--- config.mk ---
export PLATFORM = sky130hd
export DESIGN_NAME = core_ctrl_flat
export DESIGN_NICKNAME = d
export VERILOG_FILES = /design/src/rtl/core_ctrl_pkg.sv /design/src/rtl/core_ctrl_if.sv /design/src/rtl/core_ctrl_addr.sv /design/src/rtl/core_ctrl.sv /design/src/flat_wrapper.sv
export SDC_FILE = /design/constraint.sdc
export NUM_CORES = 1
export LEC_CHECK = 0
export CORE_MARGIN = 4
export CORE_UTILIZATION = 25
export CTS_CLUSTER_DIAMETER = 60
export DETAILED_ROUTE_END_ITERATION = 16
export PLACE_DENSITY_LB_ADDON = 0.12
export REMOVE_ABC_BUFFERS = 1
export SYNTH_ARGS = -nofsm -noshare
export SYNTH_HDL_FRONTEND = slang
export SYNTH_SLANG_ARGS = --single-unit
--- constraint.sdc ---
create_clock -name clk -period 9.4 [get_ports clk]
set_clock_uncertainty 0.2 [all_clocks]
set_input_delay 1.88 -clock clk [delete_from_list [all_inputs] [get_ports clk]]
set_output_delay 1.88 -clock clk [all_outputs]
set_load 0.03 [all_outputs]
--- src/rtl/core_ctrl_pkg.sv ---
// rtl/core_ctrl_pkg.sv - shared types and constants for the core_ctrl sequencer
// Contents: FSM state enum, bit positions of the 34-bit core instruction word,
//           kernel base address in xmem, and the idle instruction word.
package core_ctrl_pkg;

    localparam int AW       = 11;   // xmem/pmem address width
    localparam int KERNEL_W = 3;    // kernel side; len_kij must equal KERNEL_W*KERNEL_W

    localparam int ACC_B      = 33;
    localparam int CEN_PMEM_B = 32;
    localparam int WEN_PMEM_B = 31;
    localparam int A_PMEM_LSB = 20;
    localparam int CEN_XMEM_B = 19;
    localparam int WEN_XMEM_B = 18;
    localparam int A_XMEM_LSB = 7;
    localparam int OFIFO_RD_B = 6;
    localparam int IFIFO_WR_B = 5;
    localparam int IFIFO_RD_B = 4;
    localparam int L0_RD_B    = 3;
    localparam int L0_WR_B    = 2;
    localparam int EXECUTE_B  = 1;
    localparam int LOAD_B     = 0;

    localparam logic [AW-1:0] XMEM_W_BASE = 11'd1024;

    // Both SRAMs deselected and in read mode; every strobe low.
    localparam logic [33:0] INST_IDLE = (34'd1 << CEN_PMEM_B) | (34'd1 << WEN_PMEM_B) |
                                        (34'd1 << CEN_XMEM_B) | (34'd1 << WEN_XMEM_B);

    typedef enum logic [3:0] {
        S_IDLE,
        S_W_L0,
        S_GAP1,
        S_LOAD,
        S_GAP2,
        S_X_L0,
        S_GAP3,
        S_EXEC,
        S_GAP4,
        S_DRAIN,
        S_GAP5,
        S_ACC,
        S_DONE
    } state_e;

endpackage

--- src/rtl/core_ctrl_if.sv ---
// rtl/core_ctrl_if.sv - instruction bus between core_ctrl and core
// Signals: inst (34-bit instruction word, sequencer -> core),
//          ofifo_valid (core OFIFO has data, core -> sequencer).
// Modports: master = sequencer side, slave = core side.
interface core_ctrl_if;
    logic [33:0] inst;
    logic        ofifo_valid;

    modport master (output inst, input ofifo_valid);
    modport slave  (input inst, output ofifo_valid);
endinterface

--- src/rtl/core_ctrl_addr.sv ---
// rtl/core_ctrl_addr.sv - pmem read address generator for the accumulate phase
// Ports: onij (output pixel index), k (kernel tap 0..8) -> a_pmem (11-bit address
//        of the partial sum for tap k that contributes to pixel onij).
module core_ctrl_addr
    import core_ctrl_pkg::*;
#(
    parameter int in_w  = 6,
    parameter int out_w = 4
) (
    input  logic [3:0]    onij,
    input  logic [3:0]    k,
    output logic [AW-1:0] a_pmem
);

    localparam logic [AW-1:0] IN_W    = AW'(in_w);
    localparam logic [AW-1:0] OUT_W   = AW'(out_w);
    localparam logic [AW-1:0] LEN_NIJ = AW'(in_w * in_w);
    localparam logic [AW-1:0] KS      = AW'(KERNEL_W);

    logic [AW-1:0] onij_w;
    logic [AW-1:0] k_w;
    logic [AW-1:0] o_r;
    logic [AW-1:0] o_c;

    // Partial sums of tap k sit in block k of pmem; inside the block the entry is the
    // input pixel the tap touches: row o_r+k/3, column o_c+k%3.
    always_comb begin
        onij_w = AW'(onij);
        k_w    = AW'(k);
        o_r    = onij_w / OUT_W;
        o_c    = onij_w % OUT_W;
        a_pmem = k_w * LEN_NIJ + (o_r + k_w / KS) * IN_W + (o_c + k_w % KS);
    end

endmodule

--- src/rtl/core_ctrl.sv ---
// rtl/core_ctrl.sv - instruction sequencer running one 3x3 convolution tile on core
// Ports: clk, reset (async, active-low), start (pulse, accepted only when idle),
//        bus (master: inst out, ofifo_valid in), acc_clr, out_valid, onij_idx,
//        kij_idx, busy, done.
// Macro: CORE_CTRL_OFIFO_HANDSHAKE_EN - OFIFO reads in DRAIN are paced by ofifo_valid.
module core_ctrl
    import core_ctrl_pkg::*;
#(
    parameter int row     = 8,
    parameter int col     = 8,
    parameter int len_kij = 9,
    parameter int in_w    = 6,
    parameter int out_w   = 4,
    parameter int gap     = 4
) (
    input  logic               clk,
    input  logic               reset,
    input  logic               start,
    core_ctrl_if.master        bus,
    output logic               acc_clr,
    output logic               out_valid,
    output logic [3:0]         onij_idx,
    output logic [3:0]         kij_idx,
    output logic               busy,
    output logic               done
);

    localparam int LEN_NIJ_I  = in_w * in_w;
    localparam int LEN_ONIJ_I = out_w * out_w;
    localparam int EXEC_LEN_I = LEN_NIJ_I + row + col;

    if ((1024 + len_kij * col - 1 > 2047) || (len_kij * LEN_NIJ_I - 1 > 2047) ||
        (EXEC_LEN_I > 2047) || (gap < 1) || (col < 1) ||
        (len_kij != KERNEL_W * KERNEL_W) || (LEN_ONIJ_I > 16) ||
        (in_w < out_w + KERNEL_W - 1)) begin : g_bad_params
        $error("core_ctrl: parameter set overflows 11-bit addressing or breaks the 3x3 tile");
    end

    localparam logic [AW-1:0] COL       = AW'(col);
    localparam logic [AW-1:0] COL_M1    = AW'(col - 1);
    localparam logic [AW-1:0] GAP_M1    = AW'(gap - 1);
    localparam logic [AW-1:0] LEN_NIJ   = AW'(LEN_NIJ_I);
    localparam logic [AW-1:0] LEN_NIJ_M1 = AW'(LEN_NIJ_I - 1);
    localparam logic [AW-1:0] EXEC_M1   = AW'(EXEC_LEN_I - 1);
    localparam logic [AW-1:0] LEN_KIJ   = AW'(len_kij);
    // ACC slot per pixel: clear, len_kij reads, one trailing acc, out_valid.
    localparam logic [AW-1:0] ACC_LAST  = AW'(len_kij + 2);
    localparam logic [3:0]    KIJ_LAST  = 4'(len_kij - 1);
    localparam logic [3:0]    ONIJ_LAST = 4'(LEN_ONIJ_I - 1);

    state_e        state, nxt_state;
    logic [AW-1:0] cnt, nxt_cnt;
    logic [3:0]    kij, nxt_kij;
    logic [3:0]    onij, nxt_onij;
    logic [33:0]   inst_q, nxt_inst;
    logic [AW-1:0] acc_addr;
    logic          rd_now;

    // rd_now: an OFIFO entry is popped on the coming edge.
`ifdef CORE_CTRL_OFIFO_HANDSHAKE_EN
    assign rd_now = (state == S_DRAIN) && bus.ofifo_valid && (cnt < LEN_NIJ);
    // The read strobe follows ofifo_valid in the same cycle so an empty FIFO is never popped.
    assign bus.inst = inst_q | ({33'd0, rd_now} << OFIFO_RD_B);
`else
    logic unused_ofifo_valid;
    assign unused_ofifo_valid = bus.ofifo_valid;
    assign rd_now   = (state == S_DRAIN) && (cnt < LEN_NIJ);
    assign bus.inst = inst_q;
`endif

    // Address for the ACC read that will be on the bus in the next cycle (tap = slot-1).
    core_ctrl_addr #(.in_w(in_w), .out_w(out_w)) u_addr (
        .onij   (nxt_onij),
        .k      (4'(nxt_cnt - AW'(1))),
        .a_pmem (acc_addr)
    );

    always_comb begin
        nxt_state = state;
        nxt_cnt   = cnt + AW'(1);
        nxt_kij   = kij;
        nxt_onij  = onij;
        unique case (state)
            S_IDLE: begin
                nxt_cnt = '0;
                if (start) begin
                    nxt_state = S_W_L0;
                    nxt_kij   = '0;
                    nxt_onij  = '0;
                end
            end
            S_W_L0:  if (cnt == COL_M1)     begin nxt_state = S_GAP1;  nxt_cnt = '0; end
            S_GAP1:  if (cnt == GAP_M1)     begin nxt_state = S_LOAD;  nxt_cnt = '0; end
            S_LOAD:  if (cnt == COL_M1)     begin nxt_state = S_GAP2;  nxt_cnt = '0; end
            S_GAP2:  if (cnt == GAP_M1)     begin nxt_state = S_X_L0;  nxt_cnt = '0; end
            S_X_L0:  if (cnt == LEN_NIJ_M1) begin nxt_state = S_GAP3;  nxt_cnt = '0; end
            S_GAP3:  if (cnt == GAP_M1)     begin nxt_state = S_EXEC;  nxt_cnt = '0; end
            S_EXEC:  if (cnt == EXEC_M1)    begin nxt_state = S_GAP4;  nxt_cnt = '0; end
            S_GAP4:  if (cnt == GAP_M1)     begin nxt_state = S_DRAIN; nxt_cnt = '0; end
            S_DRAIN: begin
                // cnt counts reads; reaching len_nij means the last write is on the bus now.
                nxt_cnt = cnt + AW'(rd_now);
                if (cnt == LEN_NIJ) begin
                    nxt_state = S_GAP5;
                    nxt_cnt   = '0;
                end
            end
            S_GAP5: begin
                if (cnt == GAP_M1) begin
                    nxt_cnt = '0;
                    if (kij == KIJ_LAST) begin
                        nxt_state = S_ACC;
                        nxt_onij  = '0;
                    end else begin
                        nxt_state = S_W_L0;
                        nxt_kij   = kij + 4'd1;
                    end
                end
            end
            S_ACC: begin
                if (cnt == ACC_LAST) begin
                    nxt_cnt = '0;
                    if (onij == ONIJ_LAST) nxt_state = S_DONE;
                    else                   nxt_onij  = onij + 4'd1;
                end
            end
            S_DONE: begin
                nxt_state = S_IDLE;
                nxt_cnt   = '0;
            end
            default: begin
                nxt_state = S_IDLE;
                nxt_cnt   = '0;
            end
        endcase
    end

    // Instruction word for the cycle described by nxt_state/nxt_cnt.
    always_comb begin
        nxt_inst = INST_IDLE;
        unique case (nxt_state)
            S_W_L0: begin
                nxt_inst[CEN_XMEM_B]          = 1'b0;
                nxt_inst[A_XMEM_LSB +: AW]    = XMEM_W_BASE + AW'(nxt_kij) * COL + nxt_cnt;
                nxt_inst[L0_WR_B]             = 1'b1;
            end
            S_LOAD: begin
                nxt_inst[L0_RD_B]             = 1'b1;
                nxt_inst[LOAD_B]              = 1'b1;
            end
            S_X_L0: begin
                nxt_inst[CEN_XMEM_B]          = 1'b0;
                nxt_inst[A_XMEM_LSB +: AW]    = nxt_cnt;
                nxt_inst[L0_WR_B]             = 1'b1;
            end
            S_EXEC: begin
                nxt_inst[EXECUTE_B]           = 1'b1;
                nxt_inst[L0_RD_B]             = (nxt_cnt < LEN_NIJ);
            end
            S_DRAIN: begin
`ifndef CORE_CTRL_OFIFO_HANDSHAKE_EN
                nxt_inst[OFIFO_RD_B]          = (nxt_cnt < LEN_NIJ);
`endif
                // Entry popped this cycle is written to pmem in the next one.
                if (rd_now) begin
                    nxt_inst[CEN_PMEM_B]      = 1'b0;
                    nxt_inst[WEN_PMEM_B]      = 1'b0;
                    nxt_inst[A_PMEM_LSB +: AW] = AW'(nxt_kij) * LEN_NIJ + cnt;
                end
            end
            S_ACC: begin
                if ((nxt_cnt >= AW'(1)) && (nxt_cnt <= LEN_KIJ)) begin
                    nxt_inst[CEN_PMEM_B]      = 1'b0;
                    nxt_inst[A_PMEM_LSB +: AW] = acc_addr;
                end
                // pmem data arrives one cycle after its address.
                if ((nxt_cnt >= AW'(2)) && (nxt_cnt <= LEN_KIJ + AW'(1))) begin
                    nxt_inst[ACC_B]           = 1'b1;
                end
            end
            default: ;
        endcase
    end

    always_ff @(posedge clk or negedge reset) begin
        if (!reset) begin
            state     <= S_IDLE;
            cnt       <= '0;
            kij       <= '0;
            onij      <= '0;
            inst_q    <= INST_IDLE;
            acc_clr   <= 1'b0;
            out_valid <= 1'b0;
            busy      <= 1'b0;
            done      <= 1'b0;
        end else begin
            state     <= nxt_state;
            cnt       <= nxt_cnt;
            kij       <= nxt_kij;
            onij      <= nxt_onij;
            inst_q    <= nxt_inst;
            acc_clr   <= (nxt_state == S_ACC) && (nxt_cnt == '0);
            out_valid <= (nxt_state == S_ACC) && (nxt_cnt == ACC_LAST);
            busy      <= (nxt_state != S_IDLE) && (nxt_state != S_DONE);
            done      <= (nxt_state == S_DONE);
        end
    end

    assign onij_idx = onij;
    assign kij_idx  = kij;

endmodule
--- src/flat_wrapper.sv ---
// flat-port wrapper written by rule: the top's interface ports become plain ports
module core_ctrl_flat import core_ctrl_pkg::*;
#(
    parameter int row     = 8,
    parameter int col     = 8,
    parameter int len_kij = 9,
    parameter int in_w    = 6,
    parameter int out_w   = 4,
    parameter int gap     = 4
)
  (clk, reset, start, acc_clr, out_valid, onij_idx, kij_idx, busy, done, bus_inst, bus_ofifo_valid);
  core_ctrl_if bus_i ();
  input  logic clk;
  input  logic reset;
  input  logic start;
  output logic acc_clr;
  output logic out_valid;
  output logic [3:0] onij_idx;
  output logic [3:0] kij_idx;
  output logic busy;
  output logic done;
  output wire logic [$bits(bus_i.inst)-1:0] bus_inst;
  input wire logic [$bits(bus_i.ofifo_valid)-1:0] bus_ofifo_valid;
  assign bus_inst = bus_i.inst;
  assign bus_i.ofifo_valid = bus_ofifo_valid;
  core_ctrl #(.row(row), .col(col), .len_kij(len_kij), .in_w(in_w), .out_w(out_w), .gap(gap)) u_core (.clk(clk), .reset(reset), .start(start), .bus(bus_i), .acc_clr(acc_clr), .out_valid(out_valid), .onij_idx(onij_idx), .kij_idx(kij_idx), .busy(busy), .done(done));
endmodule
==> results.toml, run 1 <==
[worst_hold_path]
hold_class = "reg2reg"

[place]
port_buffers = 45
place_area_sq_mm = 0.00654
place.gp.congestion = 0.903
place_hpwl_mm = 13.6

[clock_network]
ctsLongestPathBuffers = 2
cts_buffers = 9
holdBufCountCts = 0
path_clk_slew_ns = 0.05
clk_latency_ns = 0.34
h-tree-depth = 3
clock-sinks = 58
cts_tree = "built"
clockRootBuffer = "clkbuf_16"

[detailed_routing]
ant_nets = 0
avgRoutedWirePerCell_um = 17.1
wl_mm = 16.8
vias = 4838
drt_iter0_drc = 359
first_pass_iters = 4
detail_route.vias_per_cell = 4.91
drcViolationCount = 0

[setup_path]
max_stage_delay_ns = 0.61
critPathCaptureType = "register"
cp_max_fo = 12
cp_slowest_cell = "dfrtp_1"
worstPathRequired_ns = 9.42
cpMostUsedCell = "ha_1"
crit_arrival_ns = 8.90
crit_type = "reg2reg"
startpoint_type = "register"

[power_and_ir_drop]
p_total_uw = 572
power.leakage_uw = 0.00310
ir_worst_vdd_mv = 0.0741
power_density_mw_per_mm2 = 83.0

[yosys]
ys_seq_elements = 58
ys.flop_type = "dfrtp_1"
syn_avg_cell_area_sq_um = 8.88
synth.distinct_cells = 79
synthArstFlopShare_pct = 100
synth_edf_count = 0
syn_inst = 599
ys_seq_area_share_pct = 27.4
syn_area_sq_mm = 0.00532
synth_warnings = 0

[cells_and_area]
fin_util_pct = 32.9
nNetsFinal = 773
layout-drive-gt1-share_pct = 18.5
area_growth_pct = 29.6
antenna_cells = 0
fin_area_sq_mm = 0.00689

[global_routing]
grt_start_max_net_pins = 59
grt_pass1_vias = 4854
track_usage_pct = 14.3
overflow = 0
antenna_found_initial = 0
grt_pass1_wl_mm = 26.9

[timing]
relSlewSlack_pct = 42.8
hold_viol_final = 0
tightestPinTransition_ns = 0.849
setup_viol = 0
period_share_pct = 94.5
period_minus_slack_ns = 8.89
fmax_mhz = 113
fin_hold_ws_ns = 0.451
final_max_slew_viol_count = 0

[floorplanning]
die-area_sq_mm = 0.0237
start_util_pct = 25.4
fp-row-count = 53
coreArea_sq_mm = 0.0210
die-width_um = 154
dieHeight_um = 154
io_pins = 50

[job]
cap_viol_max_count = 0

[status]
outcome = "completed"
[cell usage after synthesis, drive strengths merged (5+ instances only)]
cell | instances | area share, %
inv | 56 | 4.0
dfrtp | 55 | 26
ha | 52 | 12
nand2 | 41 | 2.9
a21oi | 33 | 3.1
nor2 | 32 | 2.3
xnor2 | 29 | 4.9
o21ai | 20 | 1.9
xor2 | 17 | 2.8
clkbuf | 15 | 1.1
nand3 | 13 | 1.2
o22ai | 13 | 1.6
a22o | 12 | 2.0
and2 | 12 | 1.4
nor2b | 12 | 1.4
nor3 | 12 | 1.4
fa | 11 | 4.1
nor4 | 10 | 1.5
o21bai | 10 | 1.4
and3 | 8 | 0.94
and4 | 8 | 1.3
buf | 8 | 0.94
nand4 | 8 | 0.94
a21o | 7 | 0.99
nand2b | 7 | 0.82
o211ai | 7 | 0.99
or2 | 6 | 0.71
a211oi | 5 | 0.80
a31oi | 5 | 0.59
mux2 | 5 | 1.1
nor4b | 5 | 1.2
o31ai | 5 | 0.71
or3 | 5 | 0.59
[logic make-up (layout without fill, tap and decap cells)]
logic type,Yosys count,in the layout,share of synthesized area (%)
mux,6,6,1.32
fa+ha+maj,63,63,16.4
xor+xnor,46,46,7.72
other cells,2,3,0.141
buf+inv,79,189,5.95
simple gates,194,194,21.3
compound gates,151,151,19.9
flops,58,58,27.4
[what timing repair did]
item	in CTS	in global routing
setup endpoints to repair	1	4
buffers inserted	0	1
gates resized for setup	1	14
hold endpoints to repair	0	0
pin swaps	0	4
cloned	0	0
[worst max-delay path, delay by kind of cell (launching register included)]
kind	cells	cell delay [ns]
AO/OA/AOI/OAI	10	1.67
XOR/XNOR	5	0.73
adder cells (fa/ha/maj)	10	2.80
buffers and inverters	5	0.40
flip-flops	1	0.61
AND/OR/NAND/NOR	8	2.35
[cells in the final DEF (no fill, tap or decap), drive strengths merged, types with 4 or more instances in the layout]
cell            n
buf            74
inv            56
dfrtp          55
ha             52
clkdlybuf4s50  44
nand2          41
a21oi          33
nor2           32
xnor2          29
o21ai          20
xor2           17
nand3          13
o22ai          13
nor2b          12
a22o           12
nor3           12
and2           12
fa             11
clkbuf         11
o21bai         10
nor4           10
and4            8
nand4           8
and3            8
o211ai          7
a21o            7
nand2b          7
or2             6
or3             5
a31oi           5
o31ai           5
a211oi          5
mux2            5
nor4b           5
or4             4
a21boi          4
[report_power, final]
part	total (uW)	switching, uW	internal [uW]
clock network	314	112	202
registers	250	0	250
logic	7.60	6.72	0.873
[registers in the layout, summed over array words and instances, names as in the netlist]
signal	count
u_core.busy	1
u_core.kij_idx	4
u_core.acc_clr	1
u_core.onij_idx	4
u_core.done	1
u_core.bus.inst	31
u_core.cnt	11
u_core.out_valid	1
u_core.state	4
[through the flow]
step                setup TNS (ns)  worst slack (ns)  std cells
floorplan                  -0.0369           -0.0369        577
global placement                 0             0.111        969
detailed placement               0            0.0673        969
CTS                              0             0.168        984
global route              -0.00387          -0.00387        985
finish                           0             0.513        985
[layer usage]
| layer | global-route usage (%) | up-vias | part of all wire (%) |
|---|---|---|---|
| li1 | - | 2375 | - |
| met4 | 4.37 | 0 | 1.9 |
| met5 | 0 | - | 0 |
| met1 | 18.8 | 2344 | 47 |
| met3 | 2.48 | 23 | 3.2 |
| met2 | 24.0 | 96 | 48 |
[path summary, 6_finish.rpt]
path                                                   start                       endpoint  slack [ns]  depth (start not counted)
worst min-delay path            u_core.onij_idx[0]$_DFF_PN0_   u_core.onij_idx[0]$_DFF_PN0_        0.45                          1
worst max-delay path               u_core.state[0]$_DFF_PN0_  u_core.bus.inst[30]$_DFF_PN0_        0.51                         38
worst max register to register     u_core.state[0]$_DFF_PN0_  u_core.bus.inst[30]$_DFF_PN0_        0.51                         38
worst min register to register  u_core.onij_idx[0]$_DFF_PN0_   u_core.onij_idx[0]$_DFF_PN0_        0.45                          1
min in group asynchronous                              reset          u_core.busy$_DFF_PN0_        1.50                          2
max in group asynchronous                              reset      u_core.state[2]$_DFF_PN0_        6.97                          2
[layout make-up]
cell class,count,area [sq um]
Fill cell,2224,14100
Multi-Input combinational cell,463,3600
Sequential cell,58,1460
Timing Repair Buffer,118,993
Tap cell,275,344
Clock buffer,11,233
Inverter,56,210
Clock inverter,4,45.0
(Power assumes the default switching activity.)
==> run 2: changes to the inputs <==
CORE_MARGIN = 2   (was 4)
==> run 2 against run 1 <==
Effect of this change:
- clock-buffer cell count up 3
- worst setup slack gained 0.0060 ns
- via count up 0.45%
- critical path type unchanged
==> results.toml, run 2 (same netlist as run 1, synthesis figures left out) <==
[place]
dp.cells = 971
place.gp.congestion = 0.849
port_buffers = 45
place_area_sq_mm = 0.00656
place_hpwl_mm = 13.6

[setup_path]
cpMostUsedCell = "ha_1"
worst-path-buf-inv = 5
cp_slowest_cell = "fa_1"
crit_arrival_ns = 8.90
worstPathRequired_ns = 9.42
cp_max_fo = 4
startpoint_type = "register"
cp_top_family = "adder cells"
max_stage_delay_ns = 0.55
critPathCaptureType = "register"
crit_type = "reg2reg"

[clock_network]
clockRootBuffer = "clkbuf_16"
cts_buffers = 9
clock-sinks = 58
cts_setup_buffers = 0
cts_tree = "built"
clk_latency_ns = 0.34
path_clk_slew_ns = 0.05
ctsLongestPathBuffers = 2
holdBufCountCts = 0
postCtsResizedCells = 0
h-tree-depth = 3

[cells_and_area]
largest_reg_flops = 31
final_cell_mix = "74 x buf_4, 55 x inv_1, 54 x dfrtp_1"
area_growth_pct = 30.1
layout-drive-gt1-share_pct = 18.3
nNetsFinal = 774
finalNonFillerCells = 987
nFillCells = 2238
fin_area_sq_mm = 0.00692
final_common_cell = "buf_4"
antenna_cells = 0

[timing]
relSlewSlack_pct = 38.5
final_max_slew_viol_count = 0
period_share_pct = 94.5
tns_ns = 0
fmax_mhz = 113
period_minus_slack_ns = 8.88
tightestPinTransition_ns = 0.913
rsz0062_at_grt = "no"
hold_viol_final = 0
setup_viol = 0

[detailed_routing]
drt_iter0_drc = 269
first_pass_iters = 4
detail_route.vias_per_cell = 4.92
wl_mm = 16.9
drcViolationCount = 0
wl_met1_mm = 7.64
ant_nets = 0
wl_met2_mm = 8.34
avgRoutedWirePerCell_um = 17.1
highest_layer = "met4"
met3_length_um = 565
vias = 4860

[global_routing]
antenna_found_initial = 0
grt_pass1_wl_mm = 26.6
track_usage_pct = 15.6
overflow = 0
grt_pass1_vias = 4800
grt_start_max_net_pins = 59

[worst_hold_path]
hold_class = "reg2reg"

[floorplanning]
die-width_um = 150
fp-row-count = 53
io_pins = 50
coreArea_sq_mm = 0.0210
dieHeight_um = 150
start_util_pct = 25.4
die-area_sq_mm = 0.0224

[status]
outcome = "completed"

[power_and_ir_drop]
ir_worst_vdd_mv = 0.0731
power.leakage_uw = 0.00311
power_density_mw_per_mm2 = 85.9

[job]
cap_viol_max_count = 0
==> run 2: path summary, 6_finish.rpt <==
check,start,to,slack [ns],cells past startpoint
max,u_core.cnt[7]$_DFF_PN0_,u_core.bus.inst[30]$_DFF_PN0_,0.52,39
min,u_core.onij_idx[0]$_DFF_PN0_,u_core.onij_idx[0]$_DFF_PN0_,0.46,1
max reg2reg,u_core.cnt[7]$_DFF_PN0_,u_core.bus.inst[30]$_DFF_PN0_,0.52,39
min reg2reg,u_core.onij_idx[0]$_DFF_PN0_,u_core.onij_idx[0]$_DFF_PN0_,0.46,1
max in group asynchronous,reset,u_core.state[1]$_DFF_PN0_,6.94,2
min in group asynchronous,reset,u_core.bus.inst[3]$_DFF_PN0_,1.52,2
==> run 2: layer usage <==
metal	global-route usage (%)	vias up
met5	0	-
met3	2.68	23
met2	26.8	88
met4	5.28	0
met1	19.8	2369
li1	-	2380
==> run 2: layout make-up <==
class	count	area (sq um)	share of cell area [%]
flip-flops and latches	58	1460	21.1
inverters	56	210	3.04
clock inverters	2	35.0	0.507
repair buffers	119	1000	14.5
multi-input cells	463	3600	52.1
clock buffers	14	264	3.82
well taps	275	344	4.98
==> run 2: where the power goes <==
group | internal (uW) | switching (uW)
sequential | 250 | 0
clock | 219 | 117
combinational | 0.875 | 6.99
==> run 2: per-stage QoR <==
stage,power [uW],utilization (%),setup slack [ns],hold slack (ns)
floorplan,256,-,-0.0369,0.427
global placement,262,31.3,0.157,0.455
detailed placement,263,31.3,0.0865,0.454
CTS,607,32.7,0.0442,0.465
global route,618,33.0,0.00567,0.479
finish,594,33.0,0.519,0.464
==> run 3: changes to the inputs <==
HOLD_SLACK_MARGIN = 0.08   (was default)
==> results of run 3 <==
No change in the layout: final DEF, timing and power equal those of run 2.
